File: src/rtl/layer_act_serializer_pkg.sv
// Shared defaults, FSM state type and index width for the layer activation serializer.
package layer_act_serializer_pkg;

  localparam int DEF_NUM_NODES    = 16;
  localparam int DEF_IN_W         = 16;
  localparam int DEF_OUT_W        = 8;
  localparam int DEF_SHIFT        = 4;
  localparam int DEF_NODE_LATENCY = 3;
  localparam int DEF_IDX_W        = $clog2(DEF_NUM_NODES);

  typedef enum logic [1:0] {
    IDLE   = 2'd0,
    WAIT   = 2'd1,
    STREAM = 2'd2
  } state_t;

endpackage

File: src/rtl/layer_act_serializer_requant.sv
// Combinational requantizer: clip negatives to 0, shift right, saturate to the
// largest positive signed OUT_W value.
module act_requant
  import layer_act_serializer_pkg::*;
#(
  parameter int IN_W  = DEF_IN_W,
  parameter int OUT_W = DEF_OUT_W,
  parameter int SHIFT = DEF_SHIFT
) (
  input  logic [IN_W-1:0]  node_val,
  output logic [OUT_W-1:0] act
);

  localparam logic [IN_W-1:0] ACT_MAX = IN_W'(2 ** (OUT_W - 1) - 1);

  // The sign bit is handled separately, so a logical shift is enough here.
  logic [IN_W-1:0] shifted;
  assign shifted = node_val >> SHIFT;

  always_comb begin
    act = '0;
    if (node_val[IN_W-1]) begin
      act = '0;
    end else if (shifted > ACT_MAX) begin
      act = ACT_MAX[OUT_W-1:0];
    end else begin
      act = shifted[OUT_W-1:0];
    end
  end

endmodule

File: src/rtl/layer_act_serializer.sv
// Waits out the node layer latency after each launch, captures all requantized
// node outputs at once and streams them out in index order.
module layer_act_serializer
  import layer_act_serializer_pkg::*;
#(
  parameter int NUM_NODES    = DEF_NUM_NODES,
  parameter int IN_W         = DEF_IN_W,
  parameter int OUT_W        = DEF_OUT_W,
  parameter int SHIFT        = DEF_SHIFT,
  parameter int NODE_LATENCY = DEF_NODE_LATENCY
) (
  input  logic                         clk,
  input  logic                         reset,
  input  logic                         launch,
  input  logic [NUM_NODES*IN_W-1:0]    node_out,
  output logic                         busy,
  output logic                         out_valid,
  input  logic                         out_ready,
  output logic [OUT_W-1:0]             out_data,
  output logic [$clog2(NUM_NODES)-1:0] out_index,
  output logic                         out_last,
  output logic                         overrun,
  output logic [1:0]                   dbg_state
);

  localparam int IDX_W = $clog2(NUM_NODES);
  localparam int CNT_W = (NODE_LATENCY > 1) ? $clog2(NODE_LATENCY) : 1;
  localparam logic [CNT_W-1:0] CNT_LOAD = CNT_W'(NODE_LATENCY - 1);
  localparam logic [IDX_W-1:0] IDX_LAST = IDX_W'(NUM_NODES - 1);

  // Stream handshake: a beat moves on any cycle where out_valid && out_ready.
  // Once out_valid is high, out_data/out_index/out_last stay fixed until that
  // beat moves; out_valid never drops without a transfer (except on reset).

  state_t            state;
  logic [CNT_W-1:0]  counter;
  logic [OUT_W-1:0]  requant [NUM_NODES];
  logic [OUT_W-1:0]  buffer  [NUM_NODES];
  logic [IDX_W-1:0]  next_index;

  assign next_index = out_index + 1'b1;
  assign dbg_state  = state;

  for (genvar k = 0; k < NUM_NODES; k++) begin : g_requant
    act_requant #(
      .IN_W (IN_W),
      .OUT_W(OUT_W),
      .SHIFT(SHIFT)
    ) u_requant (
      .node_val(node_out[k*IN_W +: IN_W]),
      .act     (requant[k])
    );
  end

  always_ff @(posedge clk) begin
    if (reset) begin
      state     <= IDLE;
      counter   <= '0;
      buffer    <= '{default: '0};
      busy      <= 1'b0;
      out_valid <= 1'b0;
      out_data  <= '0;
      out_index <= '0;
      out_last  <= 1'b0;
      overrun   <= 1'b0;
    end else begin
      overrun <= 1'b0;
      case (state)
        IDLE: begin
          if (launch) begin
            state   <= WAIT;
            counter <= CNT_LOAD;
            busy    <= 1'b1;
          end
        end
        WAIT: begin
          overrun <= launch;
          if (counter != '0) begin
            counter <= counter - 1'b1;
          end else begin
            buffer    <= requant;
            state     <= STREAM;
            out_valid <= 1'b1;
            out_index <= '0;
            out_data  <= requant[0];
            out_last  <= 1'b0;
          end
        end
        STREAM: begin
          if (out_ready && out_last) begin
            // Last beat leaves; a launch arriving now starts the next layer pass.
            out_valid <= 1'b0;
            out_last  <= 1'b0;
            out_index <= '0;
            if (launch) begin
              state   <= WAIT;
              counter <= CNT_LOAD;
            end else begin
              state <= IDLE;
              busy  <= 1'b0;
            end
          end else begin
            overrun <= launch;
            if (out_ready) begin
              out_index <= next_index;
              out_data  <= buffer[next_index];
              out_last  <= (next_index == IDX_LAST);
            end
          end
        end
        default: begin
          state     <= IDLE;
          busy      <= 1'b0;
          out_valid <= 1'b0;
          out_last  <= 1'b0;
        end
      endcase
    end
  end

endmodule

File: config.mk
export PLATFORM = sky130hd
export DESIGN_NAME = layer_act_serializer
export DESIGN_NICKNAME = d
export VERILOG_FILES = /design/src/rtl/layer_act_serializer_pkg.sv /design/src/rtl/layer_act_serializer_requant.sv /design/src/rtl/layer_act_serializer.sv
export SDC_FILE = /design/constraint.sdc
export NUM_CORES = 1
export LEC_CHECK = 0
export ABC_AREA = 0
export BUFFER_PORTS_ARGS = -buffer_cell sky130_fd_sc_hd__buf_2
export CORE_UTILIZATION = 53
export CTS_CLUSTER_SIZE = 30
export DETAILED_ROUTE_END_ITERATION = 10
export MAX_ROUTING_LAYER = met4
export PLACE_DENSITY = 0.85
export SLEW_MARGIN = 5
export SYNTH_ARGS = -nofsm -noshare
export SYNTH_HDL_FRONTEND = slang
export SYNTH_SLANG_ARGS = --single-unit
export TNS_END_PERCENT = 50
File: constraint.sdc
create_clock -name clk -period 3.7 [get_ports clk]
set_input_delay 0 -clock clk [delete_from_list [all_inputs] [get_ports clk]]
set_output_delay 0 -clock clk [all_outputs]
set_load 0.05 [all_outputs]
==> impl_summary.txt <==
----------------------------------------------------
[Global route]
  Global-route wire length before repair ... 31500 µm
  Initial antenna violation count ... 0
  Total gr overflow ... 0
  Pin count of the biggest net entering global routing ... 88
  Via count of the first global-routing pass ... 6611
  Total routing usage reported by global routing ... 28.7%

[Finish]
  Diode count ... 0
  Final core utilization ... 70.4%
  Fraction of final layout cells sized beyond drive strength 1 ... 26.1%
  # nets final ... 1359
  Finished Cell Area ... 9390 µm²
  Area growth from synthesis to layout ... 28.6%
  Filler Cells Inserted ... 1046

[Synth]
  Warnings, synthesis ... 0
  Syn Nets ... 1152
  Share of cell area taken by muxes after synthesis ... 11.4%
  Sequential share of the synthesized area ... 40.6%
  Post-synthesis instance total ... 885
  Simple logic cell fraction of the synthesized area ... 25.9%
  Adder-cell share of the synthesized area ... 1.20%
  Number of flip-flops and latches in the synthesized netlist ... 148
  Top cell type's share of synthesized area ... 40.6%
  Synth Area in Compound Gates ... 14.3%
  Area contributors post-synth ... sky130_fd_sc_hd__dfxtp_1, sky130_fd_sc_hd__nor3_1, sky130_fd_sc_hd__a21oi_1, sky130_fd_sc_hd__mux4_2, sky130_fd_sc_hd__nor2_1
  Count of unique library cells instantiated by Yosys ... 39
  Area share of xor/xnor cells in the synthesized design ... 0.617%
  Mean instance size in the synthesized netlist ... 8.25 µm²
  Dominant combinational cell family by area after synthesis ... simple AND/OR/NAND/NOR gates
  Post-synthesis cell area ... 7300 µm²
  Yosys top cell by area ... sky130_fd_sc_hd__dfxtp_1

[Timing]
  Post-route minimum period ... 2.75 ns
  Highest attainable clock frequency ... 363 MHz
  Endpoints failing hold ... 0
  Final slew viol count ... 0
  Tcrit/Tclk final ... 74.4%
  Worst slew pin tran ... 0.771 ns
  Worst clock skew ... 0.0104 ns
  RSZ-0062 raised after global routing ... false
  Final setup violation count ... 0
  Rel. slew slack ... 48.6%
  Setup TNS after final layout ... 0 ns

[Setup path]
  Top fanout value on the critical path ... 65
  Worst setup EP type ... flop
  Type of the setup path with the least slack ... reg2reg
  R2R Path Start ... dbg_state[1]$_SDFFE_PP0P_
  Worst Setup Start Kind ... flop
  Worst setup slack for register-to-register paths ... 0.95 ns
  R2R depth ... 7
  Worst path required time ... 4.04 ns
  Data arrival, critical path ... 3.09 ns
  Capture instance of the worst register-to-register path ... buffer[122]$_SDFFE_PP0P_

[Floorplanning]
  CORE AREA ... 13300 µm²
  Horizontal die dimension ... 119 µm
  Area of the die ... 14300 µm²
  Starting Density ... 54.7%
  Number of top-level pins ... 278
  Number of rows created at floorplan ... 42
  Vertical die dimension ... 119 µm

[Detailed routing]
  Post-route DRC violation count ... 0
  Total wirelength of the detailed-routed design ... 19700 µm
  Via count ... 7253
  Antenna-violating nets left ... 0
  Starting DRT DRC Count ... 461
  Average routed wire per standard cell ... 15.4 µm
  Detailed-route vias per instance ... 5.66
  DR pass1 iterations ... 5

[Min path]
  Endpoint of the worst hold path ... buffer[61]$_SDFFE_PP0P_
  Min-Delay Path Depth ... 5
  Worst hold-check path type ... in2reg
  Startpoint of the lowest-slack hold path ... node_out[137]

[Placed design]
  Final GP Congestion ... 0.910
  Cell area after placement ... 8320 µm²
  Number of buffers added on ports ... 213
  Dpl hpwl ... 13300 µm

[CTS]
  Clock slew seen by the registers of the worst setup and hold paths ... 0.06 ns
  Cts bufs inserted ... 17
  Largest buffer count on any clock path ... 2
  Clock latency reported for the late side of the worst-skew pair ... 0.41 ns
  Buffer type at the clock tree root ... sky130_fd_sc_hd__clkbuf_16
  CTS tree ... done
  Post-cts sizing count ... 0
  Number of setup buffers added after CTS ... 0
  Level count of the clock H-tree ... 4
  Number of hold-repair buffers added at the cts stage ... 53
  Clock tree sinks ... 148

[Power and ir drop]
  Power per unit of standard cell area ... 616 nW/µm²
  Peak supply drop ... 383 µV
  LEAKAGE ... 3.75 nW

[Flow run]
  Max-cap violation count ... 0

[Status]
  Outcome ... completed

----------------------------------------------------
critical path, stage by stage (launching register included):
cell and delay (ns):
sky130_fd_sc_hd__dfxtp_1 0.34, sky130_fd_sc_hd__inv_1 0.13, sky130_fd_sc_hd__ha_1 0.33, sky130_fd_sc_hd__nand2_4 0.42, sky130_fd_sc_hd__nor2_1 0.51, sky130_fd_sc_hd__o21ai_0 0.20, sky130_fd_sc_hd__dlygate4sd3_1 0.61, sky130_fd_sc_hd__a21oi_1 0.14
report_power, final:
group / switching, W / internal [W]
logic: 0.00134 / 0.000775
registers: 0.000192 / 0.00190
clock network: 0.000663 / 0.000908
total: 0.00220 / 0.00359
final cells by class:
| cell class | count | area, µm² | area share (%) |
|---|---|---|---|
| inverters | 21 | 78.8 | 0.839 |
| flip-flops and latches | 148 | 2960 | 31.6 |
| clock inverters | 12 | 78.8 | 0.839 |
| multi-input cells | 630 | 3910 | 41.6 |
| repair buffers | 274 | 1670 | 17.8 |
| clock buffers | 20 | 467 | 4.97 |
| well taps | 176 | 220 | 2.34 |
kinds of logic after synthesis:
| group | after synthesis |
|---|---|
| adders and majority gates | 7 |
| xor gates and xnor gates | 3 |
| buffers and inverters | 107 |
| DFF | 148 |
| muxes | 42 |
| and+or+nand+nor | 393 |
| AOI/OAI and AO/OA | 185 |
state kept, by name, summed over array words and instances, names as in the netlist:
register and cells:
counter 2, busy 1, out_valid 1, out_index 4, out_data 8, out_last 1
overrun 1, buffer 128, dbg_state 2
stage by stage:
| step | setup WS [ns] | hold slack, ns | total power [W] | cells |
|---|---|---|---|---|
| after global routing | 0.800 | 0.00446 | 0.00611 | 1281 |
| after floorplan | 0.977 | 0.125 | 0.00361 | 885 |
| after detailed placement | 1.23 | 0.291 | 0.00415 | 1196 |
| after CTS | 1.08 | 0.00153 | 0.00578 | 1281 |
| after global placement | 1.29 | 0.291 | 0.00409 | 1196 |
| final | 0.949 | 0.00810 | 0.00578 | 1281 |
layout by cell type, fill, tap and decap left out, drive strengths merged, types with 20 or more instances in the layout:
cell type    synthesis  final
buf                 17    221
nor3               206    206
dfxtp              148    148
a21oi              127    127
nor2               107    107
dlygate4sd3          0     53
mux4                32     32
nand2               30     30
o21ai               26     26
inv                 21     23
clkbuf              69     20
Yosys cell counts:
library cell and instances:
sky130_fd_sc_hd__a2111o_1 7, sky130_fd_sc_hd__a211o_1 2, sky130_fd_sc_hd__a211oi_1 2, sky130_fd_sc_hd__a211oi_2 1, sky130_fd_sc_hd__a21boi_0 1, sky130_fd_sc_hd__a21oi_1 127, sky130_fd_sc_hd__a221oi_1 1, sky130_fd_sc_hd__a2bb2oi_1 1
sky130_fd_sc_hd__a31oi_1 1, sky130_fd_sc_hd__a32oi_1 2, sky130_fd_sc_hd__and2_1 17, sky130_fd_sc_hd__buf_1 6, sky130_fd_sc_hd__buf_2 7, sky130_fd_sc_hd__buf_4 1, sky130_fd_sc_hd__buf_6 3, sky130_fd_sc_hd__clkbuf_1 69
sky130_fd_sc_hd__dfxtp_1 148, sky130_fd_sc_hd__ha_1 7, sky130_fd_sc_hd__inv_1 21, sky130_fd_sc_hd__mux2i_1 10, sky130_fd_sc_hd__mux4_1 4, sky130_fd_sc_hd__mux4_2 28, sky130_fd_sc_hd__nand2_1 30, sky130_fd_sc_hd__nand2b_1 2
sky130_fd_sc_hd__nand3_1 3, sky130_fd_sc_hd__nand3_4 1, sky130_fd_sc_hd__nand3b_1 2, sky130_fd_sc_hd__nand4b_1 1, sky130_fd_sc_hd__nor2_1 107, sky130_fd_sc_hd__nor2b_1 3, sky130_fd_sc_hd__nor3_1 206, sky130_fd_sc_hd__o211ai_1 14
sky130_fd_sc_hd__o21ai_0 25, sky130_fd_sc_hd__o21ai_1 1, sky130_fd_sc_hd__or2_2 2, sky130_fd_sc_hd__or3_1 2, sky130_fd_sc_hd__or4_1 17, sky130_fd_sc_hd__xnor2_4 1, sky130_fd_sc_hd__xor2_1 2
worst max-delay path by stage:
stage	to	slack [ns]	from
after CTS	buffer[122]$_SDFFE_PP0P_	1.08	dbg_state[1]$_SDFFE_PP0P_
after detailed placement	out_data[3]$_SDFFE_PP0P_	1.23	out_index[0]$_SDFFE_PP0P_
final	buffer[122]$_SDFFE_PP0P_	0.95	dbg_state[1]$_SDFFE_PP0P_
after global placement	out_data[4]$_SDFFE_PP0P_	1.29	out_index[0]$_SDFFE_PP0P_
after global routing	buffer[122]$_SDFFE_PP0P_	0.80	dbg_state[1]$_SDFFE_PP0P_
after floorplan	out_data[7]$_SDFFE_PP0P_	0.98	out_index[0]$_SDFFE_PP0P_
routing by layer:
metal / part of all wire (%) / vias to the layer above / GRT usage (%)
met5: 0 / - / -
met4: 2.9 / 0 / 11.3
met3: 4.7 / 45 / 4.45
met2: 49 / 256 / 48.0
met1: 43 / 3347 / 34.9
li1: - / 3605 / -
Power figures use the tool's default switching activity.
